==> src/rtl/fetch_pkg.sv <==
// Shared types for the instruction-fetch front end: queue entry, FSM states,
// outstanding-request record and the default reset PC.
package fetch_pkg;

    localparam logic [31:0] DEFAULT_RESET_PC = 32'h0000_0000;

    typedef enum logic {
        IDLE,
        WAIT
    } fetch_state_t;

    typedef struct packed {
        logic [31:0] pc;
        logic [31:0] instr;
        logic        pred_taken;
        logic [31:0] pred_target;
    } fetch_entry_t;

    typedef struct packed {
        logic [31:0] pc;
        logic        pred_taken;
        logic [31:0] pred_target;
        logic        epoch;
    } pending_t;

endpackage

==> src/rtl/fetch_queue.sv <==
// Synchronous FIFO of fetched instructions toward decode, with a flush that
// empties it in one cycle. Flush wins over push, push and pop may coincide.
module fetch_queue
    import fetch_pkg::*;
#(
    parameter int DEPTH = 2
) (
    input  logic                       clk,
    input  logic                       rst,
    input  logic                       flush,
    input  logic                       push,
    input  fetch_entry_t               push_entry,
    input  logic                       pop,
    output fetch_entry_t               head,
    output logic                       valid,
    output logic [$clog2(DEPTH):0]     count
);

    localparam int AW = $clog2(DEPTH);
    localparam int CW = AW + 1;

    fetch_entry_t   entries [DEPTH];
    logic [AW-1:0]  rd_ptr;
    logic [AW-1:0]  wr_ptr;
    logic [CW-1:0]  occ;
    logic           do_pop;

    assign do_pop = pop && (occ != '0);

    always_ff @(posedge clk) begin
        if (rst || flush) begin
            rd_ptr <= '0;
            wr_ptr <= '0;
            occ    <= '0;
        end else begin
            if (push) wr_ptr <= wr_ptr + AW'(1);
            if (do_pop) rd_ptr <= rd_ptr + AW'(1);
            case ({push, do_pop})
                2'b10:   occ <= occ + CW'(1);
                2'b01:   occ <= occ - CW'(1);
                default: occ <= occ;
            endcase
        end
    end

    // Storage is data only; occupancy and pointers define what is meaningful.
    always_ff @(posedge clk) begin
        if (push && !flush) entries[wr_ptr] <= push_entry;
    end

    assign head  = entries[rd_ptr];
    assign valid = (occ != '0);
    assign count = occ;

endmodule

==> src/rtl/fetch_unit.sv <==
// Fetch front end: owns the PC, issues one imem request at a time, steers on
// predictor hits and queues fetched words (with their prediction) for decode.
module fetch_unit
    import fetch_pkg::*;
#(
    parameter logic [31:0] RESET_PC = DEFAULT_RESET_PC,
    parameter int          FQ_DEPTH = 2
) (
    input  logic        clk,
    input  logic        rst,
    output logic [31:0] bpPc,
    input  logic        bpHit,
    input  logic [31:0] bpTarget,
    output logic        imemReqValid,
    output logic [31:0] imemReqAddr,
    input  logic        imemReqReady,
    input  logic        imemRspValid,
    input  logic [31:0] imemRspData,
    input  logic        redirectValid,
    input  logic [31:0] redirectPc,
    output logic        decValid,
    input  logic        decReady,
    output logic [31:0] decInstr,
    output logic [31:0] decPc,
    output logic        decPredTaken,
    output logic [31:0] decPredTarget
);

    localparam int CW = $clog2(FQ_DEPTH) + 1;

    fetch_state_t  state;
    fetch_state_t  state_nxt;
    logic [31:0]   pc;
    logic          epoch;
    pending_t      pend;

    logic [CW-1:0] count;
    logic [CW-1:0] occupancy;
    logic          req_valid;
    logic          accept;
    logic          rsp_fire;
    logic          push;
    fetch_entry_t  push_entry;
    fetch_entry_t  head;
    logic          head_valid;

    // An outstanding request already owns a queue slot, so it counts as occupied.
    assign occupancy = count + CW'(state == WAIT);

    always_comb begin
        state_nxt = state;
        req_valid = !rst && !redirectValid
                    && ((state == IDLE) || imemRspValid)
                    && (occupancy < CW'(FQ_DEPTH));
        accept    = req_valid && imemReqReady;
        rsp_fire  = (state == WAIT) && imemRspValid;
        push      = rsp_fire && (pend.epoch == epoch) && !redirectValid;
        if (accept) begin
            state_nxt = WAIT;
        end else if (rsp_fire) begin
            state_nxt = IDLE;
        end
    end

    always_ff @(posedge clk) begin
        if (rst) begin
            state <= IDLE;
            pc    <= RESET_PC;
            epoch <= 1'b0;
        end else begin
            state <= state_nxt;
            if (redirectValid) begin
                pc    <= redirectPc;
                epoch <= ~epoch;
            end else if (accept) begin
                pc <= bpHit ? bpTarget : pc + 32'd4;
            end
        end
    end

    // Issue boundary: snapshot of the request now in flight.
    always_ff @(posedge clk) begin
        if (accept) begin
            pend <= '{pc:          pc,
                      pred_taken:  bpHit,
                      pred_target: bpHit ? bpTarget : 32'd0,
                      epoch:       epoch};
        end
    end

    assign push_entry = '{pc:          pend.pc,
                          instr:       imemRspData,
                          pred_taken:  pend.pred_taken,
                          pred_target: pend.pred_target};

    fetch_queue #(
        .DEPTH (FQ_DEPTH)
    ) u_queue (
        .clk        (clk),
        .rst        (rst),
        .flush      (redirectValid),
        .push       (push),
        .push_entry (push_entry),
        .pop        (decReady),
        .head       (head),
        .valid      (head_valid),
        .count      (count)
    );

    assign bpPc          = pc;
    assign imemReqAddr   = pc;
    assign imemReqValid  = req_valid;
    assign decValid      = head_valid;
    assign decInstr      = head.instr;
    assign decPc         = head.pc;
    assign decPredTaken  = head_valid && head.pred_taken;
    assign decPredTarget = head.pred_target;

endmodule
==> config.mk <==
export PLATFORM = sky130hd
export DESIGN_NAME = fetch_unit
export DESIGN_NICKNAME = d
export VERILOG_FILES = /design/src/rtl/fetch_pkg.sv /design/src/rtl/fetch_queue.sv /design/src/rtl/fetch_unit.sv
export SDC_FILE = /design/constraint.sdc
export NUM_CORES = 1
export LEC_CHECK = 0
export BUFFER_PORTS_ARGS = -buffer_cell sky130_fd_sc_hd__buf_2
export CAP_MARGIN = 15
export CORE_MARGIN = 2
export CORE_UTILIZATION = 60
export CTS_BUF_LIST = sky130_fd_sc_hd__clkbuf_8
export CTS_CLUSTER_DIAMETER = 100
export CTS_CLUSTER_SIZE = 24
export DETAILED_ROUTE_END_ITERATION = 7
export GPL_ROUTABILITY_DRIVEN = 0
export PLACE_DENSITY = 0.87
export SETUP_SLACK_MARGIN = 0.4
export SLEW_MARGIN = 20
export SYNTH_ARGS = -nofsm -noshare
export SYNTH_HDL_FRONTEND = slang
export SYNTH_HIERARCHICAL = 1
export SYNTH_SLANG_ARGS = --single-unit
==> constraint.sdc <==
create_clock -name clk -period 17.2 [get_ports clk]
set_input_delay 1.72 -clock clk [delete_from_list [all_inputs] [get_ports clk]]
set_output_delay 1.72 -clock clk [all_outputs]
set_load 0.01 [all_outputs]
==> Word-level counts from Yosys, hierarchy flattened <==
Memories as Yosys holds them, arrays and structs flattened. A register that Yosys moved wholly into a read port is not among the register bits.
Cells that the tools add are included.
{ "op_classes": {"addsub": 6, "magnitude_cmp": 1, "eq_ne": 3, "mux": 10, "n_bitwise": 2, "n_reduce_logical": 18} }
{ "ops": {"columns": ["operator", "n"], "rows": [
  ["two-way mux 32 bit", 3],
  ["adder 32 x 3 -> 32 bit, second input constant", 1],
  ["logical AND 1 bit", 10],
  ["nonzero test 2 bit", 4],
  ["two-way mux 1 bit", 6],
  ["case mux 2 bit (2 select lines)", 1],
  ["adder 1 bit, second input constant", 2],
  ["adder 2 x 1 -> 2 bit", 1],
  ["adder 2 x 1 -> 2 bit, second input constant", 1],
  ["== test 2 x 1 -> 1 bit, second input constant", 1],
  ["== test 2 bit, second input constant", 1],
  ["zero test 1 bit", 2],
  ["logical OR 1 bit", 2],
  ["< comparator 2 bit, second input constant", 1],
  ["inverter 1 bit", 2],
  ["subtractor 2 x 1 -> 2 bit, second input constant", 1],
  ["== test 1 bit", 1]
]} }
{ "word_totals": {"ff_bits": 104, "mem_bits_rw": 194, "inputBits": 103, "output_inout_bits": 163, "mem_count": 1} }
{ "memory_table": {"columns": ["memory", "words", "width", "read_ports", "rd_ports_with_merged_regs", "wr", "line", "source"], "rows": [
  ["u_queue.entries", 2, 97, 1, 1, 1, "fetch_queue.sv:22", "fetch_entry_t entries [DEPTH];"]
]} }

==> Longest topological paths before layout <==
Gate-level depths: netlist of the first run.
{ "logic_depth": {"word_depth": 7, "ltp_mapped": 9, "ltp_nobuf": 7} }

==> Modules after synthesis <==
The synthesis of the first run kept the hierarchy.
{ "modules_own_cells": {"columns": ["module", "instances", "cells_per_inst", "area_per_inst_um2"], "rows": [
  ["fetch_queue", 1, 324, 7196.9],
  ["fetch_unit", 1, 444, 4795.8]
]} }

==> Worst setup path after synthesis of the first run <==
OpenSTA, ideal clock, no wires.
{ "synth_path": {"path_kind": "input -> register", "startpoint": "input port redirectValid", "endpoint": "memory u_queue/entries[1][0] (netlist name) (enable)", "setup_time_ns": 0.693, "arrival_ns": 9.767, "slack_ns": 6.740, "stages": 6, "path_buffers": 3, "path_cell_list": "clkbuf_1 > buf_1 > buf_1 > nor3_1 > inv_1 > nor3b_1"} }
{ "synth_between": {"elab_chain_cells": 5} }
{ "synth_rtl": {"columns": ["item", "line", "source"], "rows": [
  ["start, declared", "fetch_unit.sv:19", "input logic redirectValid,"],
  ["zero test 1 bit", "fetch_unit.sv:57", "push = rsp_fire && (pend.epoch == epoch) && !redirectValid;"],
  ["logical AND 1 bit", "fetch_unit.sv:57", null],
  ["via push", "fetch_unit.sv:42", "logic push;"],
  ["logical AND 1 bit", "fetch_queue.sv:48", "if (push && !flush) entries[wr_ptr] <= push_entry;"],
  ["two-way mux 1 bit", "fetch_queue.sv:48", null],
  ["two-way mux 1 bit (implied by the code)", "fetch_queue.sv:48", null],
  ["end, declared", "fetch_queue.sv:22", null]
]} }
The timed path passes the listed nets, and every way through them passes these cells.

==> reports/metrics.yaml, run 1 <==
critPathSlowestCell: "dfxtp_4"
dpl_worst_slack_ps: 12460
most_frequent_cells_in_the_layout: "265 x buf_2, 260 x edfxtp_1, 99 x mux2_2, 38 x dfxtp_1, 36 x and2_1"
grt_max_degree: 64
holdBufCountCts: 0
final_cells: 1271
crit_buf_inv: 2
startpoint_type: "flop"
total_power_mw: 1.18
first_global_vias: 7077
worst-endpoint-required_ps: 15480
coreArea_sq_um: 19500
drt_pass1_iterations: 7
finalWorstPathRequiredPeriod_ps: 4390
yosys_warnings: 6
grt_most_used_layer: "met2"
r2r_end: "bpPc[18]"
synth_seq_area_share: 0.716
worst_hold_path_type: "flop to flop"
static-leakage-power_nw: 4.99
synth.net_count: 873
placementRows: 51
mostFrequentLayoutCell: "buf_2"
critical_path.top_delay_family: "flip-flops"
die_w_um: 145
finalWorstSetupSlack_ps: 12810
count_of_flip_flops_with_a_built_in_enable_after_synthesis: 260
grt_setup_unrepaired: "false"
worst-path-max-fanout: 51
area.growth.synth_to_final_pct: 13.6
timing.final.setup_violations: 0
antenna_found_initial: 4
yosys_register_bits: 299
cts.repair_timing.setup_buffer_count: 0
crit_path_end_kind: "output port"
drt_first_iter_violations: 692
grt_util_met1: 0.316
cts_sinks: 299
synthesis.area_sq_um: 12000
ant_nets: 0
met2_usage: 0.408
grtUsageMet3: 0.0326
post_cts.resized_instances: 0
post-route-util: 0.698
final_hold_viol_count: 0
synth_cell_types: 62
numPlacedInstances: 1238
worst_slew_margin_rel: 0.292
endpoint: "decPredTaken"
ctsHtreeMaxLevel: 1
routed_via_density: 5.74
clock_path_buffers: 3
finish.instance_area_sq_um: 13600
num-nets-final: 1096
place_hpwl_um: 17100
wire_length_of_the_first_global_routing_pass_um: 39400
max_freq_mhz: 228
track_usage: 0.237
worst_ir_drop_vdd_v: 0.0000592
drt_drc_violations_left: 0
routed_wl_um: 25800
critPathArrivalTime_ps: 2670
cts_buffers: 16
holdPathStages: 0
worst_clock_skew_ps: 27.5
route.detailed.wl_per_inst_um: 20.3
dieHeight_um: 145
globalRoute.totalOverflow: 0
rrSetupSlack_ps: 14070
critical-path-max-stage-delay_ps: 810
final_critical_path_share_of_the_clock_period: 0.255
routed-via-count: 7300
cts_tree: "built"
worstSkewPairLatency_ps: 530
run_status: "finished, final reports clean"
multi_input_area_sq_um: 2950
initial_standard_cell_utilization_of_the_core: 0.614
worstSetupPathDepth: 4
finalMaxSlewViolations: 0
finalHoldWorstSlack_ps: 457
power-per-cell-area_nw_per_um2: 86.7
reg_to_reg_startpoint: "u_queue/count[0]"
ff_latch_area_sq_um: 8590
num_io_pins: 266
number_of_buffer_cells_added_on_primary_ports: 265
drv_cap: 0
synth_area_per_cell_sq_um: 15.6
area_post_placement_sq_um: 13300
final_layout_size_suffix_gt1_frac: 0.406
crit_chain: "buf_4, mux2_2, and2_1, buf_2"
clkSlewWorstSetupHoldPaths_ps: 150
postSynth.asyncResetShare: 0
worst_slew_pin_slew_ps: 1060
final.fill_count: 1336
timing_worst_setup_path_type: "flop to output port"
tns_ps: 0
post_synth_inst_count: 768
fp.dieArea_sq_um: 21100
clock-root-buffer: "clkbuf_8"
ff2ff_path_depth: 7
synth_top_flop_cell: "edfxtp_1"
registers in the layout, summed over array words and instances, names as in the netlist, named ones only:
signal and cells:
epoch 1, u_queue/entries 194, u_queue/count 2, u_queue/rd_ptr 1, bpPc 32, pend 66, state 1, u_queue/wr_ptr 1
routing by layer:
metal  part of all wire  vias to the layer above
li1                   -                     3340
met1               0.40                     3570
met2               0.51                      333
met3              0.065                       55
met4              0.028                        2
met5            0.00050                        -
layout make-up:
cell class                 instances  share of cell area
sequential                       299               0.631
multi-input combinational        383               0.216
timing repair buffer             272               0.101
tap                              265              0.0243
clock buffer                      17              0.0172
inverter                          19             0.00542
clock inverter                    11             0.00395
antenna                            5            0.000918
worst reg2reg max path: cells and delay by family (launching register included):
kind,cells,cell delay [ps]
AO/OA/AOI/OAI,3,1030
flip-flops,1,400
AND/OR/NAND/NOR,2,780
buffers and inverters,2,830
where the power goes:
group / switching, mW / internal [mW]
clock network: 0.202 / 0.0953
logic: 0.0396 / 0.0300
registers: 0.0165 / 0.798
synth_stat cells, types with 3 or more instances:
library cell / instances / area share
a21o_1: 3 / 0.0019
a211oi_1: 3 / 0.0019
and2_1: 36 / 0.019
nand2_1: 17 / 0.0053
edfxtp_1: 260 / 0.65
buf_2: 14 / 0.0058
a22oi_1: 7 / 0.0044
o22ai_1: 6 / 0.0031
inv_1: 17 / 0.0053
a2111oi_0: 4 / 0.0029
nor2b_1: 11 / 0.0057
and3_1: 5 / 0.0026
xnor2_1: 7 / 0.0051
nor3b_1: 3 / 0.0019
o21ai_0: 21 / 0.0088
mux2_2: 99 / 0.093
clkbuf_1: 14 / 0.0044
o221ai_1: 3 / 0.0022
a311oi_1: 4 / 0.0029
nand3_1: 9 / 0.0038
buf_1: 3 / 0.00094
nand4_1: 10 / 0.0052
nor3_1: 20 / 0.0083
a211o_1: 6 / 0.0044
nor4_1: 5 / 0.0026
mux2i_1: 3 / 0.0025
dfxtp_1: 39 / 0.065
xor2_1: 7 / 0.0051
buf_4: 36 / 0.023
a21oi_1: 33 / 0.014
a221oi_1: 4 / 0.0029
nor2_1: 19 / 0.0059
cell families after synthesis:
| kind of cell | count (synthesis) | synth area share |
|---|---|---|
| flip-flops | 299 | 0.716 |
| AND/OR/NAND/NOR | 152 | 0.0731 |
| AO/OA/AOI/OAI | 113 | 0.0633 |
| multiplexers | 102 | 0.0955 |
| buffers and inverters | 86 | 0.0396 |
| XOR/XNOR | 14 | 0.0102 |
| adder cells (fa/ha/maj) | 2 | 0.00209 |
worst min-delay path by stage:
stage / startpoint / to / slack (ps)
global placement: pend[11] / u_queue/entries[1][10] / 420
detailed placement: pend[64] / u_queue/entries[0][95] / 430
global route: pend[32] / u_queue/entries[1][31] / 470
CTS: pend[32] / u_queue/entries[1][31] / 460
finish: pend[63] / u_queue/entries[0][94] / 460
floorplan: pend[1] / u_queue/entries[0][0] / 420
Power figures use the tool's default switching activity.
==> run 2, diff against run 1 <==
CORE_UTILIZATION = 51   (was 60)
PLACE_DENSITY = 0.79   (was 0.87)
clock period = 3.5 ns   (was 17.2 ns; I/O delays follow)
==> run 2 against run 1 <==
  * Clock power grew to 5.0 times the previous value
  * Setup slack worse by 12000 ps
  * Largest cell class unchanged
  * Total power grew to 5.0 times the previous value
  * Hold slack lost 410 ps
  * Sequential power rose to 4.9 times the previous value
  * First-iteration DRC count fell by 22%
  * Register-to-register slack worse by 14000 ps
  * Sequential share of layout area shrank 2.0 points
  * Highest routed layer unchanged
  * Largest power group unchanged
  * Core utilization fell by 9.2 points
  * Clock skew shrank 6.6 ps
  * Non-clock buffer count rose by 36
  * Critical path depth grew 2
==> reports/metrics.yaml, run 2 (synthesized netlist as in run 1, its figures left out) <==
first_global_vias: 7017  # -0.85%
worst-endpoint-required_ps: 3940  # -11540 ps
worst_ir_drop_vdd_v: 0.000284  # +380%
critPathArrivalTime_ps: 3390  # +720 ps
drt_drc_violations_left: 0  # unchanged
antenna_found_initial: 4  # unchanged
initial_standard_cell_utilization_of_the_core: 0.516  # -0.0986
worst-path-max-fanout: 59  # +16%
regMostFlops: "u_queue/entries"
timing_worst_setup_path_type: "flop to flop"
area_post_placement_sq_um: 13500  # +1.1%
die_w_um: 157  # +8.2%
most_frequent_cells_in_the_layout: "265 x buf_2, 260 x edfxtp_1, 99 x mux2_2, 38 x dfxtp_1, 36 x and2_1"
cts_sinks: 299  # unchanged
cts_buffers: 16  # unchanged
final.fill_count: 1816  # +36%
track_usage: 0.208  # -0.0295
finalWorstPathRequiredPeriod_ps: 2940
final_hold_viol_count: 0  # unchanged
worst_hold_path_type: "primary input to flop"
fp.dieArea_sq_um: 24800  # +17%
dieHeight_um: 157  # +8.2%
static-leakage-power_nw: 5.16  # +3.4%
wire_length_of_the_first_global_routing_pass_um: 39400  # about the same
power-per-cell-area_nw_per_um2: 417  # +380%
area.growth.synth_to_final_pct: 17.4
placementRows: 56  # +9.8%
critical-path-max-stage-delay_ps: 750  # -60 ps
post-route-util: 0.605  # -0.0924
globalRoute.totalOverflow: 0  # unchanged
flip_flop_count_of_the_largest_register_after_layout: 194  # unchanged
worst_slew_margin_rel: 0.265  # -0.0265
finalHoldWorstSlack_ps: 42.7  # -415 ps
clkSlewWorstSetupHoldPaths_ps: 140  # about the same
worstSkewPairLatency_ps: 540  # about the same
grt_setup_unrepaired: "false"
num-nets-final: 1132  # +3.3%
critPathSlowestCell: "o31ai_4"
total_power_mw: 5.87  # +400%
finalMaxSlewViolations: 0  # unchanged
final_critical_path_share_of_the_clock_period: 0.841
cts_tree: "built"
clock_path_buffers: 3  # unchanged
timing.final.setup_violations: 0  # unchanged
drt_first_iter_violations: 542  # -22%
max_freq_mhz: 340
crit_path_end_kind: "flop"
number_of_buffer_cells_added_on_primary_ports: 265  # unchanged
ctsHtreeMaxLevel: 1  # unchanged
grt_max_degree: 60  # -6.3%
drv_cap: 0  # unchanged
dpl_worst_slack_ps: 562  # -11900 ps
run_status: "finished, final reports clean"
coreArea_sq_um: 23300  # +19%
startpoint_type: "flop"
worst_clock_skew_ps: 20.9  # -6.56 ps
routed_wl_um: 26900  # +4.2%
route.detailed.wl_per_inst_um: 19.8  # -2.5%
post_cts.resized_instances: 0  # unchanged
num_io_pins: 266  # unchanged
place_hpwl_um: 17600  # +2.8%
drt_pass1_iterations: 5  # -2
worst_slew_pin_slew_ps: 1100  # +39.6 ps
mostFrequentLayoutCell: "buf_2"
clock-root-buffer: "clkbuf_8"
ant_nets: 0  # unchanged
routed_via_density: 5.41  # -5.7%
numPlacedInstances: 1296  # +4.7%
final_cells: 1359  # +6.9%
crit_chain: "and4_4, o31ai_4, inv_4, nor2_1, a21oi_1, o221a_2"
final_layout_size_suffix_gt1_frac: 0.398  # -0.00733
tns_ps: 0  # unchanged
finalWorstSetupSlack_ps: 556  # -12250 ps
finish.instance_area_sq_um: 14100  # +3.4%
routed-via-count: 7358  # +0.79%
-- run 2: critical path: cells and delay by family (launching register included) --
family	cells	cell delay, ps
DFF	1	400
buffers and inverters	1	490
and+or+nand+nor	2	850
AOI/OAI and AO/OA	3	1120
-- run 2: layout make-up --
| cell class | instances | area [sq um] | share of cell area |
|---|---|---|---|
| inverters | 19 | 73.8 | 0.00524 |
| repair buffers | 308 | 1750 | 0.125 |
| clock buffers | 17 | 234 | 0.0166 |
| clock inverters | 11 | 48.8 | 0.00347 |
| well taps | 319 | 399 | 0.0283 |
| flip-flops and latches | 299 | 8590 | 0.610 |
| multi-input cells | 383 | 2970 | 0.211 |
| diodes | 3 | 7.51 | 0.000533 |
-- run 2: metal layers --
layer  routed length (um)  global-route usage  vias up
li1                     -                   -     3408
met1                11500               0.289     3637
met2                13400               0.354      279
met3                 1630              0.0297       32
met4                  376              0.0411        2
met5                   11                   0        -
-- run 2: power by group --
| group | internal, mW | switching (mW) | leakage (nW) |
|---|---|---|---|
| sequential | 3.92 | 0.0811 | 2.68 |
| clock | 0.468 | 1.02 | 0.179 |
| combinational | 0.174 | 0.204 | 2.30 |
| total | 4.56 | 1.31 | 5.16 |
-- run 2: final timing paths --
path,startpoint,end,slack [ps],depth (start not counted)
hold reg to reg,pend[62],u_queue/entries[0][93],450,0
hold / removal,redirectPc[0],bpPc[0],40,3
setup / recovery,u_queue/count[1],bpPc[18],560,6
setup reg to reg,u_queue/count[1],bpPc[18],560,6
-- run 2: what timing repair did --
action / in CTS / in global routing
hold buffers: 32 / 0
setup buffers: 0 / 0
endpoints found under the hold margin: 64 / 0
